**src/rtl/audio_tone_synth.sv**
```systemverilog
// audio_tone_synth: sample-rate tone generator for the I2S serializer.
// Phase-accumulator oscillator gated by an attack/sustain/release envelope.
// One registered stereo sample per in_clk edge (left == right).
// Optional feature: define SYNTH_TRIANGLE_EN to add the wave_sel input and a
// triangle waveform (t * env >>> 15); without it the block is square-only.
module audio_tone_synth #(
    parameter int ACC_W        = 24,
    parameter int AMP_MAX      = 16383,
    parameter int ATTACK_STEP  = 64,
    parameter int RELEASE_STEP = 32
) (
    input  logic             reset,
    input  logic             in_clk,
    input  logic             note_valid,
    output logic             note_ready,
    input  logic [ACC_W-1:0] note_inc,
    input  logic             note_on,
    input  logic [2:0]       volume,
`ifdef SYNTH_TRIANGLE_EN
    input  logic             wave_sel,
`endif
    output logic [15:0]      audio_left,
    output logic [15:0]      audio_right,
    output logic             busy
);

    localparam logic [15:0] AMP_MAX_V = 16'(AMP_MAX);
    localparam logic [15:0] ATK_V     = 16'(ATTACK_STEP);
    localparam logic [15:0] REL_V     = 16'(RELEASE_STEP);

    typedef enum logic [1:0] {
        ST_IDLE    = 2'd0,
        ST_ATTACK  = 2'd1,
        ST_SUSTAIN = 2'd2,
        ST_RELEASE = 2'd3
    } state_t;

    state_t             state_q, state_d;
    logic [ACC_W-1:0]   phase_q, phase_d;
    logic [ACC_W-1:0]   inc_q, inc_d;
    logic [15:0]        env_q, env_d;
    logic [15:0]        audio_q, audio_d;

    logic               xfer;
    logic [ACC_W-1:0]   phase_step;
    logic [15:0]        env_up;
    logic signed [15:0] env_s;
    logic signed [15:0] wave;

    // State, oscillator, envelope and output registers
    always_ff @(posedge in_clk or posedge reset) begin
        if (reset) begin
            state_q <= ST_IDLE;
            phase_q <= '0;
            inc_q   <= '0;
            env_q   <= '0;
            audio_q <= '0;
        end else begin
            state_q <= state_d;
            phase_q <= phase_d;
            inc_q   <= inc_d;
            env_q   <= env_d;
            audio_q <= audio_d;
        end
    end

    assign note_ready = (state_q != ST_ATTACK);
    assign busy       = (state_q != ST_IDLE);
    assign xfer       = note_valid & note_ready;
    assign phase_step = phase_q + inc_q;
    // env never exceeds AMP_MAX <= 32767, so the 16-bit sum cannot wrap
    assign env_up     = env_q + ATK_V;

    // Next-state: a note transfer overrides any gate-driven transition
    always_comb begin
        state_d = state_q;
        phase_d = phase_q;
        inc_d   = inc_q;
        env_d   = env_q;
        if (xfer) begin
            inc_d   = note_inc;
            state_d = ST_ATTACK;
            // retrigger from a sounding note keeps phase running so there is no click
            phase_d = (state_q == ST_IDLE) ? '0 : phase_step;
        end else begin
            unique case (state_q)
                ST_IDLE: begin
                    phase_d = '0;
                    env_d   = '0;
                end
                ST_ATTACK: begin
                    phase_d = phase_step;
                    if (!note_on) begin
                        state_d = ST_RELEASE;
                    end else if (env_up >= AMP_MAX_V) begin
                        env_d   = AMP_MAX_V;
                        state_d = ST_SUSTAIN;
                    end else begin
                        env_d = env_up;
                    end
                end
                ST_SUSTAIN: begin
                    phase_d = phase_step;
                    if (!note_on) state_d = ST_RELEASE;
                end
                ST_RELEASE: begin
                    if (env_q <= REL_V) begin
                        env_d   = '0;
                        phase_d = '0;
                        state_d = ST_IDLE;
                    end else begin
                        env_d   = env_q - REL_V;
                        phase_d = phase_step;
                    end
                end
                default: state_d = ST_IDLE;
            endcase
        end
    end

    assign env_s = $signed(env_q);

`ifdef SYNTH_TRIANGLE_EN
    logic [15:0]        p16;
    logic [14:0]        fold;
    logic signed [15:0] tri_t;
    logic signed [31:0] prod;
    logic               tri_unused;

    assign p16  = phase_q[ACC_W-1 -: 16];
    // rising half uses the low bits directly, falling half their complement
    assign fold = p16[15] ? ~p16[14:0] : p16[14:0];
    // {fold,0} spans 0..65534; flipping the MSB recentres it on zero
    assign tri_t = $signed({~fold[14], fold[13:0], 1'b0});
    assign prod  = tri_t * env_s;
    assign tri_unused = ^{prod[31], prod[14:0]};

    // Waveform select: square or triangle scaled by envelope
    always_comb begin
        wave = phase_q[ACC_W-1] ? -env_s : env_s;
        if (wave_sel) wave = prod[30:15];
    end
`else
    // Square wave: sign follows the phase MSB
    always_comb begin
        wave = phase_q[ACC_W-1] ? -env_s : env_s;
    end
`endif

    // Volume is an arithmetic attenuation of the pre-register sample
    always_comb begin
        audio_d = 16'(wave >>> volume);
    end

    assign audio_left  = audio_q;
    assign audio_right = audio_q;

endmodule

```
**config.mk**
```make
export PLATFORM = sky130hd
export DESIGN_NAME = audio_tone_synth
export DESIGN_NICKNAME = d
export VERILOG_FILES = /design/src/rtl/audio_tone_synth.sv
export SDC_FILE = /design/constraint.sdc
export NUM_CORES = 1
export LEC_CHECK = 0
export CAP_MARGIN = 30
export CORE_MARGIN = 2
export CORE_UTILIZATION = 55
export CTS_CLUSTER_SIZE = 40
export DETAILED_ROUTE_END_ITERATION = 10
export PLACE_DENSITY = 0.9
export SYNTH_ARGS = -nofsm -noshare
export SYNTH_HDL_FRONTEND = slang
export SYNTH_SLANG_ARGS = --single-unit
```
**constraint.sdc**
```tcl
create_clock -name in_clk -period 5.7 [get_ports in_clk]
set_input_delay 1.425 -clock in_clk [delete_from_list [all_inputs] [get_ports in_clk]]
set_output_delay 1.425 -clock in_clk [all_outputs]
set_load 0.005 [all_outputs]
```
Word level (Yosys, flattened, before mapping)
Index checks and enable logic that the tools add are counted.
- $add $sub $neg: 4
- order comparisons: 2
- eq/ne operators: 8
- shift operators: 1
- multiplexer cells: 15
- bitwise gates (word level): 2
- reductions and logical operators: 7
- operators by type and width (kind ; count):
    $mux W24 ; 3
    $pmux W24 S3 ; 1
    $mux W16 ; 4
    $pmux W16 S3 ; 1
    $add A24 B24 Y24 ; 1
    $add A16 B7 Y16 const B ; 1
    $ge A16 B14 Y1 const B ; 1
    $le A16 B6 Y1 const B ; 1
    $neg A16 Y16 ; 1
    $sshr A16 B3 Y16 ; 1
    $sub A16 B6 Y16 const B ; 1
    $mux W2 ; 5
    $ne A3 B3 Y1 const B ; 2
    $pmux W2 S3 ; 1
    $eq A2 B2 Y1 const B ; 2
    $ne A4 B4 Y1 const B ; 1
    $reduce_and A4 Y1 ; 1
    $reduce_bool A4 Y1 ; 1
    $reduce_and A3 Y1 ; 1
    $reduce_bool A3 Y1 ; 1
    $eq A2 B1 Y1 const B ; 1
    $logic_not A2 Y1 ; 1
    $ne A2 B1 Y1 const B ; 1
    $ne A2 B2 Y1 const B ; 1
    4 further kinds ; 4
- flip-flop bits (word level): 82
- bits of input ports: 31
- output and inout bits: 34
- word-level logic and storage cells: 44

Longest topological paths before layout
- word-level depth: 6
- gate-level depth with buffers: 11
- mapped depth without buffers: 9

Least setup slack after synthesis
OpenSTA, ideal clock, no wires.
- path type: input-to-reg
- start point: input port note_valid
- end point: register env_q[15]
- arrival time: 2.633 ns
- path slack: 3.002 ns
- stages: 6
- cell sequence: nor2b_1 clkbuf_1 a211o_1 nand3b_1 or3b_1 nand2_1
- longest elaborated chain between the ends: 3
- RTL lines (element ; RTL line ; text):
    start: declaration ; 14 ; input logic note_valid,
    $and A1 B1 Y1 ; 69 ; assign xfer = note_valid & note_ready;
    $not A1 Y1 (no source line) ; -- ;
    $reduce_and A3 Y1 (no source line) ; -- ;
    end signal: assignment ; 62 ; env_q <= env_d;
    end: declaration ; 41 ; logic [15:0] env_q, env_d;
No other way between the ends.
A chain may end at the register's enable or synchronous reset.

Final worst setup path
- start point: register state_q[1]
- end point: output port note_ready
- longest elaborated chain between the ends: 1
- RTL lines (element ; RTL line ; text):
    start: declaration ; 38 ; state_t state_q, state_d;
    start signal: assignment ; 59 ; state_q <= state_d;
    $ne A2 B1 Y1 ; 67 ; assign note_ready = (state_q != ST_ATTACK);
    end: declaration ; 15 ; output logic note_ready,
No other way between the ends.

==> key figures <==
Clock network
  • Root buf cell: clkbuf_8
  • CTS tree: yes
  • # Post-CTS Setup Buffers: 0
  • Num Clock Sinks: 78
  • Cts bufs inserted: 9
  • Clk buf depth: 2
  • Hold buffer count at cts: 0
  • Clock latency on the worst-skew pair: between 0.3 and 0.4 ns
  • CTS resizes: 0
  • Clock transition at path regs: 0.09 ns
  • H-tree levels: 3

Logic synthesis
  • Syn avg cell area: a little over 9 um^2
  • Synth async-reset ratio: 1.00
  • Distinct cells, synth: 67
  • Synth Flop Type: dfrtp_1
  • Post-Syn Area: 5290 um^2
  • Syn_nets: 642
  • Post-synth EDFFs: 0
  • Register area share after synthesis: 0.369
  • Synth Register Bits: 78
  • Synth Warn #: 0
  • Syn Inst Count: 573

Timing
  • Hold_ws: 0.520 ns
  • Final TNS setup: 0 ns
  • Final setup viols: 0
  • Fmax: about 270 MHz
  • Worst slew pin tran: 0.768 ns
  • Period Utilization, post-route: 0.652
  • Final min period: 3.72 ns
  • Unrepaired setup endpoints after global routing: no
  • Clk_skew: 0.0100 ns
  • Hold Fails Final Rpt: 0
  • Max_slew headroom: 0.487
  • Slew Viols, Final: 0

Die
  • DIE AREA: 10400 um^2
  • Die Ht: 102 um
  • FP Rows: 35
  • Core ar.: 9280 um^2
  • Die X: 102 um
  • I/O pin count: 65
  • Initial Util: 0.570

Final layout
  • Fillcell total: 744
  • Multi-input logic area: 3010 um^2
  • Finished Core Util: 0.659
  • Share of cells above drive strength 1: 0.0969
  • N_diodes: 0
  • Reg area: around 2000 um^2
  • Fin nets: 674
  • Most frequent cells in the layout: dfrtp_1 (78), clkdlybuf4s50_1 (64), a21oi_1 (49)
  • Most common cell after layout, fill and taps aside: dfrtp_1
  • Fin area: 6110 um^2
  • Syn-to-layout area delta: 15.5%

Detailed routing
  • Routed WL: between 10000 and 15000 um
  • Drt wl/cell: 16.1 um
  • Avg Vias per Cell: 6.03
  • TritonRoute pass-1 iters: 4
  • Iter 0 DRT Violations: between 200 and 250
  • DRT antenna net count: 0
  • DRC errors left: 0
  • Vias: roughly 4.5k

Critical path
  • Worst R2R Start: env_q[6]$_DFFE_PP0P_
  • CP peak stage delay: 0.56 ns
  • Capturing point of the worst reg2reg path: phase_q[20]$_DFF_PP0_
  • Critical path cell sequence: inv_1, ha_1, inv_1, clkdlybuf4s50_1
  • CP Class: reg2out
  • CP Launch Point: state_q[1]$_DFFE_PP0P_
  • FF-to-FF setup slack: 2.67 ns
  • Crit. End Element: output port
  • CP Data Required Time: 4.28 ns
  • Most used cell, CP: inv_1
  • Crit path launch type: flip-flop
  • CP arrival: between 2 and 2.5 ns
  • Critical Path Fanout Max: 17
  • Slowest cell on the critical path: ha_1
  • R2R cell count: 9

Power
  • Pleak: about 2.7 nW
  • VDD IR max: 0.378 mV
  • Pwr/cell area: 683 nW/um^2

Run status
  • Outcome: completed

Hold path
  • Min-Delay Path Class: reg2reg
  • Hold path start: inc_q[19]$_DFFE_PP0P_
  • Hold Path Stages: 1
  • Worst Hold End: inc_q[19]$_DFFE_PP0P_

Global route
  • Gr ovfl total: 0
  • Number of antenna violations at the first check in global routing: 0
  • Vias in the first global route: between 4k and 5k
  • Overall global routing resource usage: 0.241
  • Largest net degree at the start of global routing: 31
  • First-pass GRT wire length: 20100 um

Placed design
  • Placer Congestion: 0.936
  • Post-DP HPWL: between 8000 and 9000 um
  • Placement-stage cell area: 5880 um^2
  • Input/output buffers: between 60 and 70

Flow run
  • Max-Cap Viols: 0
==> metrics by stage <==
step | instances | setup WS, ns | total power, mW
floorplan | 573 | 2.28 | 2.98
global placement | 722 | 2.16 | 3.47
detailed placement | 723 | 2.06 | 3.63
CTS | 738 | 1.99 | 4.16
global route | 738 | 1.85 | 4.54
finish | 738 | 1.98 | 4.17
==> state kept, by name, indices dropped and copies added, names as in the netlist <==
| name | count |
|---|---|
| phase_q | 24 |
| audio_left | 16 |
| inc_q | 24 |
| env_q | 12 |
| state_q | 2 |
==> Yosys cell counts (all sizes together), types with 3 or more instances <==
master | count | area share
or4 | 3 | 0.0050
a31oi | 4 | 0.0059
o21bai | 4 | 0.0057
mux2i | 15 | 0.028
buf | 27 | 0.035
o21ai | 46 | 0.043
inv | 21 | 0.015
nand4 | 7 | 0.0083
o211ai | 4 | 0.0057
and3 | 5 | 0.0059
nand3b | 5 | 0.0071
and2 | 5 | 0.0059
nand2b | 6 | 0.0071
or3 | 6 | 0.0071
o31ai | 4 | 0.0057
xnor2 | 14 | 0.023
o311ai | 3 | 0.0050
xor2 | 14 | 0.025
nor4 | 3 | 0.0035
clkbuf | 19 | 0.013
dfrtp | 78 | 0.37
nor3 | 11 | 0.010
or2 | 3 | 0.0035
a21oi | 49 | 0.046
a21o | 14 | 0.020
nand2 | 44 | 0.032
nor2 | 44 | 0.031
o21a | 5 | 0.0071
mux2 | 27 | 0.057
ha | 37 | 0.087
a311oi | 3 | 0.0050
nand3 | 10 | 0.0095
nor2b | 3 | 0.0035
==> critical path, delay by kind of cell, from the launching register on <==
family	cells	cell delay, ns
buffers and inverters	3	0.92
adder cells (fa/ha/maj)	1	0.56
flip-flops	1	0.46
==> cell type report <==
type                            count  share of cell area
Multi-Input combinational cell    428               0.492
Sequential cell                    78               0.319
Timing Repair Buffer               67               0.110
Tap cell                          129              0.0264
Clock buffer                       11              0.0231
Clock inverter                      4              0.0156
Inverter                           21              0.0129
==> logic make-up after synthesis <==
kind of cell / share of synthesized area
buf+inv: 0.0631
flops: 0.369
simple gates: 0.147
mux: 0.0858
fa+ha+maj: 0.0912
compound gates: 0.196
xor+xnor: 0.0477
==> worst max-delay path by stage <==
stage                                    endpoint  slack, ns  depth (start not counted)
after floorplan           audio_left[0]$_DFF_PP0_       2.28                          1
after global placement      phase_q[20]$_DFF_PP0_       2.16                          8
after detailed placement    phase_q[20]$_DFF_PP0_       2.06                          7
after global routing                   note_ready       1.85                          4
final                                  note_ready       1.98                          4
after CTS                              note_ready       1.99                          4
==> routing by layer <==
metal,wire length [um],vias up,track usage,share of wire
met1,4780,2173,0.288,0.40
met3,632,26,0.0465,0.053
met4,229,0,0.0810,0.019
li1,-,2095,-,-
met5,0,-,0,0
met2,6220,159,0.435,0.52
==> power breakdown <==
part / leakage [nW] / switching [mW] / internal [mW] / total (mW)
sequential: 0.959 / 0.231 / 0.833 / 1.06
clock: 0.119 / 0.208 / 0.300 / 0.508
combinational: 1.61 / 1.43 / 1.17 / 2.60
total: 2.68 / 1.87 / 2.31 / 4.17
No activity file was read; power rests on OpenSTA's default activity.
